`src/rtl/main_fsm_pkg.sv`:
```
// Shared encodings for the multicycle control FSM: states, opcodes and datapath mux selects.
// alu_decoder consumes the same alu_op_t encoding.
package main_fsm_pkg;

  typedef enum logic [3:0] {
    S_FETCH,
    S_DECODE,
    S_MEMADR,
    S_MEMREAD,
    S_MEMWB,
    S_MEMWRITE,
    S_EXECR,
    S_EXECI,
    S_ALUWB,
    S_JAL,
    S_BEQ
  } state_t;

  localparam logic [6:0] OP_LW    = 7'b0000011;
  localparam logic [6:0] OP_SW    = 7'b0100011;
  localparam logic [6:0] OP_RTYPE = 7'b0110011;
  localparam logic [6:0] OP_ITYPE = 7'b0010011;
  localparam logic [6:0] OP_JAL   = 7'b1101111;
  localparam logic [6:0] OP_BEQ   = 7'b1100011;

  typedef enum logic [1:0] {
    ALU_ADD   = 2'b00,
    ALU_SUB   = 2'b01,
    ALU_FUNCT = 2'b10
  } alu_op_t;

  typedef enum logic [1:0] {
    SRCA_PC    = 2'b00,
    SRCA_OLDPC = 2'b01,
    SRCA_RS1   = 2'b10
  } src_a_t;

  typedef enum logic [1:0] {
    SRCB_RS2  = 2'b00,
    SRCB_IMM  = 2'b01,
    SRCB_FOUR = 2'b10
  } src_b_t;

  typedef enum logic [1:0] {
    RES_ALUOUT  = 2'b00,
    RES_RDATA   = 2'b01,
    RES_ALURES  = 2'b10
  } result_src_t;

endpackage

```
`src/rtl/main_fsm_if.sv`:
```
// Control bundle between the main FSM (master) and the datapath/memory side (slave).
interface main_fsm_if;
  import main_fsm_pkg::*;

  logic [6:0]  op;
  logic        zero;
  logic        mem_ready;
  alu_op_t     alu_op;
  src_a_t      alu_src_a;
  src_b_t      alu_src_b;
  result_src_t result_src;
  logic        adr_src;
  logic        ir_write;
  logic        reg_write;
  logic        mem_write;
  logic        pc_write;
  logic        illegal_op;

  modport master (
    input  op, zero, mem_ready,
    output alu_op, alu_src_a, alu_src_b, result_src, adr_src,
           ir_write, reg_write, mem_write, pc_write, illegal_op
  );

  modport slave (
    output op, zero, mem_ready,
    input  alu_op, alu_src_a, alu_src_b, result_src, adr_src,
           ir_write, reg_write, mem_write, pc_write, illegal_op
  );

endinterface

```
`src/rtl/main_fsm.sv`:
```
// Multicycle RISC-V control FSM: Moore outputs decoded from one state register,
// plus a retired-instruction counter bumped on every completed instruction.
module main_fsm
  import main_fsm_pkg::*;
#(
  parameter int CNT_W = 32
) (
  input  logic             clk,
  input  logic             rst,
  main_fsm_if.master       bus,
  output logic [CNT_W-1:0] retired
);

  state_t state;
  state_t state_next;
  logic   count_en;
  logic   pc_update;
  logic   branch;

  always_ff @(posedge clk or negedge rst) begin
    if (!rst) begin
      state   <= S_FETCH;
      retired <= '0;
    end else begin
      state <= state_next;
      if (count_en) retired <= retired + CNT_W'(1);
    end
  end

  always_comb begin
    state_next     = state;
    count_en       = 1'b0;
    pc_update      = 1'b0;
    branch         = 1'b0;
    bus.alu_op     = ALU_ADD;
    bus.alu_src_a  = SRCA_PC;
    bus.alu_src_b  = SRCB_RS2;
    bus.result_src = RES_ALUOUT;
    bus.adr_src    = 1'b0;
    bus.ir_write   = 1'b0;
    bus.reg_write  = 1'b0;
    bus.mem_write  = 1'b0;
    bus.illegal_op = 1'b0;

    case (state)
      S_FETCH: begin
        bus.alu_src_b  = SRCB_FOUR;
        bus.result_src = RES_ALURES;
        bus.ir_write   = bus.mem_ready;
        pc_update      = bus.mem_ready;
        if (bus.mem_ready) state_next = S_DECODE;
      end
      S_DECODE: begin
        bus.alu_src_a = SRCA_OLDPC;
        bus.alu_src_b = SRCB_IMM;
        case (bus.op)
          OP_LW, OP_SW: state_next = S_MEMADR;
          OP_RTYPE:     state_next = S_EXECR;
          OP_ITYPE:     state_next = S_EXECI;
          OP_JAL:       state_next = S_JAL;
          OP_BEQ:       state_next = S_BEQ;
          default: begin
            bus.illegal_op = 1'b1;
            state_next     = S_FETCH;
          end
        endcase
      end
      S_MEMADR: begin
        bus.alu_src_a = SRCA_RS1;
        bus.alu_src_b = SRCB_IMM;
        state_next    = (bus.op == OP_LW) ? S_MEMREAD : S_MEMWRITE;
      end
      S_MEMREAD: begin
        bus.adr_src = 1'b1;
        if (bus.mem_ready) state_next = S_MEMWB;
      end
      S_MEMWB: begin
        bus.result_src = RES_RDATA;
        bus.reg_write  = 1'b1;
        state_next     = S_FETCH;
        count_en       = 1'b1;
      end
      S_MEMWRITE: begin
        bus.adr_src   = 1'b1;
        bus.mem_write = 1'b1;
        if (bus.mem_ready) begin
          state_next = S_FETCH;
          count_en   = 1'b1;
        end
      end
      S_EXECR: begin
        bus.alu_src_a = SRCA_RS1;
        bus.alu_op    = ALU_FUNCT;
        state_next    = S_ALUWB;
      end
      S_EXECI: begin
        bus.alu_src_a = SRCA_RS1;
        bus.alu_src_b = SRCB_IMM;
        bus.alu_op    = ALU_FUNCT;
        state_next    = S_ALUWB;
      end
      S_ALUWB: begin
        bus.reg_write = 1'b1;
        state_next    = S_FETCH;
        count_en      = 1'b1;
      end
      S_JAL: begin
        bus.alu_src_a = SRCA_OLDPC;
        bus.alu_src_b = SRCB_FOUR;
        pc_update     = 1'b1;
        state_next    = S_ALUWB;
      end
      S_BEQ: begin
        bus.alu_src_a = SRCA_RS1;
        bus.alu_op    = ALU_SUB;
        branch        = 1'b1;
        state_next    = S_FETCH;
        count_en      = 1'b1;
      end
      default: state_next = S_FETCH;
    endcase

    bus.pc_write = pc_update | (branch & bus.zero);
  end

endmodule

```
`src/flat_wrapper.sv`:
```
// flat-port wrapper written by rule: the top's interface ports become plain ports
module main_fsm_flat import main_fsm_pkg::*;
#(
  parameter int CNT_W = 32
)
  (clk, rst, retired, bus_op, bus_zero, bus_mem_ready, bus_alu_op, bus_alu_src_a, bus_alu_src_b, bus_result_src, bus_adr_src, bus_ir_write, bus_reg_write, bus_mem_write, bus_pc_write, bus_illegal_op);
  main_fsm_if bus_i ();
  input  logic clk;
  input  logic rst;
  output logic [CNT_W-1:0] retired;
  input wire logic [$bits(bus_i.op)-1:0] bus_op;
  input wire logic [$bits(bus_i.zero)-1:0] bus_zero;
  input wire logic [$bits(bus_i.mem_ready)-1:0] bus_mem_ready;
  output wire logic [$bits(bus_i.alu_op)-1:0] bus_alu_op;
  output wire logic [$bits(bus_i.alu_src_a)-1:0] bus_alu_src_a;
  output wire logic [$bits(bus_i.alu_src_b)-1:0] bus_alu_src_b;
  output wire logic [$bits(bus_i.result_src)-1:0] bus_result_src;
  output wire logic [$bits(bus_i.adr_src)-1:0] bus_adr_src;
  output wire logic [$bits(bus_i.ir_write)-1:0] bus_ir_write;
  output wire logic [$bits(bus_i.reg_write)-1:0] bus_reg_write;
  output wire logic [$bits(bus_i.mem_write)-1:0] bus_mem_write;
  output wire logic [$bits(bus_i.pc_write)-1:0] bus_pc_write;
  output wire logic [$bits(bus_i.illegal_op)-1:0] bus_illegal_op;
  assign bus_i.op = bus_op;
  assign bus_i.zero = bus_zero;
  assign bus_i.mem_ready = bus_mem_ready;
  assign bus_alu_op = bus_i.alu_op;
  assign bus_alu_src_a = bus_i.alu_src_a;
  assign bus_alu_src_b = bus_i.alu_src_b;
  assign bus_result_src = bus_i.result_src;
  assign bus_adr_src = bus_i.adr_src;
  assign bus_ir_write = bus_i.ir_write;
  assign bus_reg_write = bus_i.reg_write;
  assign bus_mem_write = bus_i.mem_write;
  assign bus_pc_write = bus_i.pc_write;
  assign bus_illegal_op = bus_i.illegal_op;
  main_fsm #(.CNT_W(CNT_W)) u_core (.clk(clk), .rst(rst), .bus(bus_i), .retired(retired));
endmodule
```
`config.mk`:
```
export PLATFORM = sky130hd
export DESIGN_NAME = main_fsm_flat
export DESIGN_NICKNAME = d
export VERILOG_FILES = /design/src/rtl/main_fsm_pkg.sv /design/src/rtl/main_fsm_if.sv /design/src/rtl/main_fsm.sv /design/src/flat_wrapper.sv
export SDC_FILE = /design/constraint.sdc
export NUM_CORES = 1
export LEC_CHECK = 0
export CAP_MARGIN = 5
export CORE_UTILIZATION = 48
export CTS_CLUSTER_DIAMETER = 40
export DETAILED_ROUTE_END_ITERATION = 10
export PLACE_DENSITY_LB_ADDON = 0.15
export SKIP_CTS_REPAIR_TIMING = 1
export SLEW_MARGIN = 20
export SYNTH_ARGS = -nofsm -noshare
export SYNTH_HDL_FRONTEND = slang
export SYNTH_SLANG_ARGS = --single-unit
```
`constraint.sdc`:
```
create_clock -name clk -period 1.9 [get_ports clk]
set_input_delay 0.475 -clock clk [delete_from_list [all_inputs] [get_ports clk]]
set_output_delay 0.475 -clock clk [all_outputs]
set_load 0.1 [all_outputs]
```
==> qor.yml, run 1 <==
cts:
  cts_sinks: 36
  root_buffer: "clkbuf_8"
  cts_buffers: 5
  cts_buffer_depth: 2
  cts-htree-levels: 2
placement:
  dpl.hpwl_um: 5790
  gp_congestion: 0.900
  place_area_um2: 3750
  io_buffer_count: 56
synth:
  synth_area_um2: 2110
  synth_nets: 222
  synth_ff_type: "dfrtp_1"
  yosys_warnings: 0
  synth_edf_count: 0
  ys_seq_area_share_pct: 42.8
  syn_avg_cell_area_um2: 10.0
  synth_cells: 210
  yosys_register_bits: 36
  async_reset_ff_share_pct: 100
  synthDistinctLibCells: 47
timing:
  worstEndpointGrtRepair: "bus_pc_write"
  endpoint_type: "output port"
outcome:
  status: "aborted with a tool error"
  haltStage: "5_1_grt"
  firstError: "[ERROR DPL-0038] Utilization greater than 100%, impossible to legalize"
floorplanning:
  start_util_pct: 51.2
  die_height_um: 68.3
  die_w_um: 68.3
  fp-row-count: 23
  ios: 57
global_route:
  grt_max_degree: 37
## synth_stat cells, types with 2 or more instances
master | number | area (µm²)
inv_1 | 2 | 7.51
a31oi_1 | 2 | 12.5
nand3_1 | 7 | 35.0
nor4b_2 | 2 | 30.0
nor4_2 | 9 | 113
nor2_1 | 15 | 56.3
xnor2_1 | 7 | 61.3
clkbuf_1 | 3 | 11.3
nor3_1 | 17 | 85.1
nand4_1 | 10 | 62.6
buf_2 | 4 | 20.0
xor2_1 | 26 | 228
a21oi_1 | 2 | 10.0
o21ai_0 | 2 | 10.0
dfrtp_1 | 36 | 901
and4_1 | 5 | 43.8
nor3b_1 | 3 | 22.5
nand2_1 | 14 | 52.6
and3_1 | 6 | 37.5
nand2b_1 | 5 | 31.3
buf_1 | 4 | 15.0
nor2b_1 | 2 | 12.5
and2_1 | 3 | 18.8
## cells by family after synthesis
logic type      Yosys count  synth area share (%)
xor+xnor                 33                  13.7
buf+inv                  13                  2.55
fa+ha+maj                 1                 0.594
compound gates           18                  6.59
flops                    36                  42.8
mux                       2                  1.01
simple gates            107                  32.8
## through the flow
step / worst slack [ns] / hold WS (ns) / cells
global placement: -0.523 / 0.499 / 349
floorplan: -0.865 / 0.179 / 210
detailed placement: -0.664 / 0.502 / 349
CTS: -0.683 / 0.517 / 357
==> inputs of run 2 (changes only) <==
- CORE_UTILIZATION: 48 -> 35
- CTS_CLUSTER_DIAMETER: 40 -> unset
==> qor.yml, run 2 <==
worst_setup_path:
  slowest_stage: "dfrtp_1"
  rrSetupSlack_ns: 0.03
  startpoint: "u_core.state[1]"
  cp_max_fo: 6
  r2r-end: "u_core.retired[10]"
  reg2reg_depth: 7
  cp.depth: 6
  arrival_ns: 1.60
  timing.rr.start: "u_core.state[1]"
  path_buf_inv: 2
  crit_end: "bus_pc_write"
  setup.worst_path.start_class: "register"
  cp_top_family: "flip-flops"
  timing_worst_setup_path_type: "reg -> out"
  cp.required_ns: 1.42
  endpoint_kind: "primary output"
  path_cells: "buf_4, nor3b_2, a31oi_1, a2bb2oi_1, nor2_2, buf_12"
  crit_path_max_incr_delay_ns: 0.41
route:
  wl_um: 6360
  drtPass1Iterations: 4
  remaining_drc_errors: 0
  drtAntennaViolNets: 0
  first_iter_violations: 80
  wl_per_cell_um: 16.0
  via_count: 2097
  via_per_inst: 5.28
timing:
  fin_ws_ns: -0.173
  setup_viol: 12
  timing.fmax_ghz: 0.482
  hold_violations: 0
  fin_worst_skew_ns: 0.00439
  worst_pin_slew_ns: 0.462
  period_needed_ns: 2.07
  rsz0062_at_grt: "yes"
  slew_violations: 0
  maxSlewHeadroom_pct: 68.8
  hold_ws_ns: 0.527
  period_share_pct: 109
synth:
  synth_most_common_cell: "dfrtp_1"
  yosys_register_bits: 36
  ys_seq_area_share_pct: 42.8
  yosys_warnings: 0
  synth_nets: 222
  synth_area_leader_cell: "dfrtp_1"
  synth_ff_type: "dfrtp_1"
  yosys-top-cells-count: "dfrtp_1 (36), xor2_1 (26), nor3_1 (17)"
  synth_edf_count: 0
  synthDistinctLibCells: 47
  synth_cells: 210
  synth_top_area_share_pct: 42.8
  synth_area_um2: 2110
  async_reset_ff_share_pct: 100
  synth_top_cells_by_area: "dfrtp_1 (43%), xor2_1 (11%), nor4_2 (5.3%)"
  syn_avg_cell_area_um2: 10.0
placement:
  dpl.hpwl_um: 4400
  gp_congestion: 0.816
  io_buffer_count: 56
  place_ws_ns: -0.552
floorplanning:
  die_w_um: 79.6
  die_height_um: 79.6
  ios: 57
  fp-row-count: 27
  dieArea_um2: 6330
  core_um2: 5640
  start_util_pct: 37.3
layout:
  area_growth_pct: 97.4
  final_cell_mix: "buf_4 (56), buf_12 (46), xor2_1 (26), dfrtp_1 (22), dfrtp_2 (14)"
  top_regs: "u_core.retired: 32 flops, u_core.state: 4 flops"
  final_common_cell: "buf_4"
  antenna_cells: 0
  final_nets: 336
  largest_register_ffs: 32
  regMostFlops: "u_core.retired"
  drive_above_1_share_pct: 57.2
cts:
  cts-htree-levels: 2
  cts_buffers: 5
  clk_pin_slew_worst_paths_ns: 0.08
  insertion_delay_ns: 0.29
  cts_sinks: 36
  tritoncts: "built"
  cts_buffer_depth: 2
  root_buffer: "clkbuf_8"
pwr:
  peakVddDrop_mv: 0.910
  p_leak_nw: 2.05
  power_density_nw_per_um2: 631
  power_mw: 2.62
global_route:
  grt_usage_pct: 20.2
  grt_pass1_wl_um: 10000
  antenna_found_initial: 0
  grt.overflow.total: 0
  grt_max_degree: 37
  grt_pass1_vias: 2058
outcome:
  status: "complete, but fails checks"
  violations: "setup timing"
job:
  max-cap-violations: 0
worst_hold_path:
  worst_hold_path_type: "reg -> reg"
-- run 2: cell counts after synthesis --
Identical to the previous run, type by type.
-- run 2: logic make-up after synthesis --
kind of cell	synth area share [%]
and+or+nand+nor	32.8
DFF	42.8
xor gates and xnor gates	13.7
AOI/OAI and AO/OA	6.59
buffers and inverters	2.55
muxes	1.01
adders and majority gates	0.594
-- run 2: final cells by class --
| type | count | area, µm² |
|---|---|---|
| timing repair buffer | 118 | 1530 |
| multi-input combinational | 161 | 1490 |
| fill | 369 | 1480 |
| sequential | 36 | 918 |
| clock buffer | 7 | 96.3 |
| tap | 72 | 90.1 |
| clock inverter | 1 | 30.0 |
| inverter | 2 | 11.3 |
-- run 2: how the worst min path moves through the flow --
stage                          to               start  cells after the start  slack [ns]
2_1_floorplan   u_core.retired[0]                 rst                      0        0.18
3_3_place_gp   u_core.retired[16]  u_core.retired[16]                      1        0.50
3_5_place_dp   u_core.retired[11]  u_core.retired[11]                      1        0.51
4_1_cts        u_core.retired[16]  u_core.retired[16]                      1        0.53
5_1_grt        u_core.retired[16]  u_core.retired[16]                      1        0.54
6_report       u_core.retired[16]  u_core.retired[16]                      1        0.53
-- run 2: stage by stage --
stage,area (µm²),setup TNS [ns],util (%),std cells
3_3_place_gp,3810,-8.58,67.6,379
4_1_cts,3940,-2.54,69.8,387
2_1_floorplan,2380,-20.65,-,210
3_5_place_dp,3810,-8.96,67.6,379
6_report,4160,-1.18,73.7,397
5_1_grt,4160,-1.92,73.7,397
-- run 2: layer usage --
layer	vias up	track usage, %	part of all wire, %
li1	993	-	-
met1	1050	26.7	41
met2	50	34.0	54
met3	4	4.34	3.9
met4	0	3.27	0.53
met5	-	0	0
-- run 2: power breakdown --
part           internal, mW  switching (mW)  leakage [nW]
combinational         0.386           0.610          1.52
sequential            0.808          0.0674         0.471
clock                 0.463           0.290        0.0645
total                  1.66           0.967          2.05
Note: power is estimated with default switching activity, not from simulation.
==> inputs of run 3 (changes only) <==
- CTS_CLUSTER_DIAMETER: unset -> 150
- SLEW_MARGIN: 20 -> unset
==> results of run 3 <==
The final DEF is identical to that of run 2; final timing and power are the same.
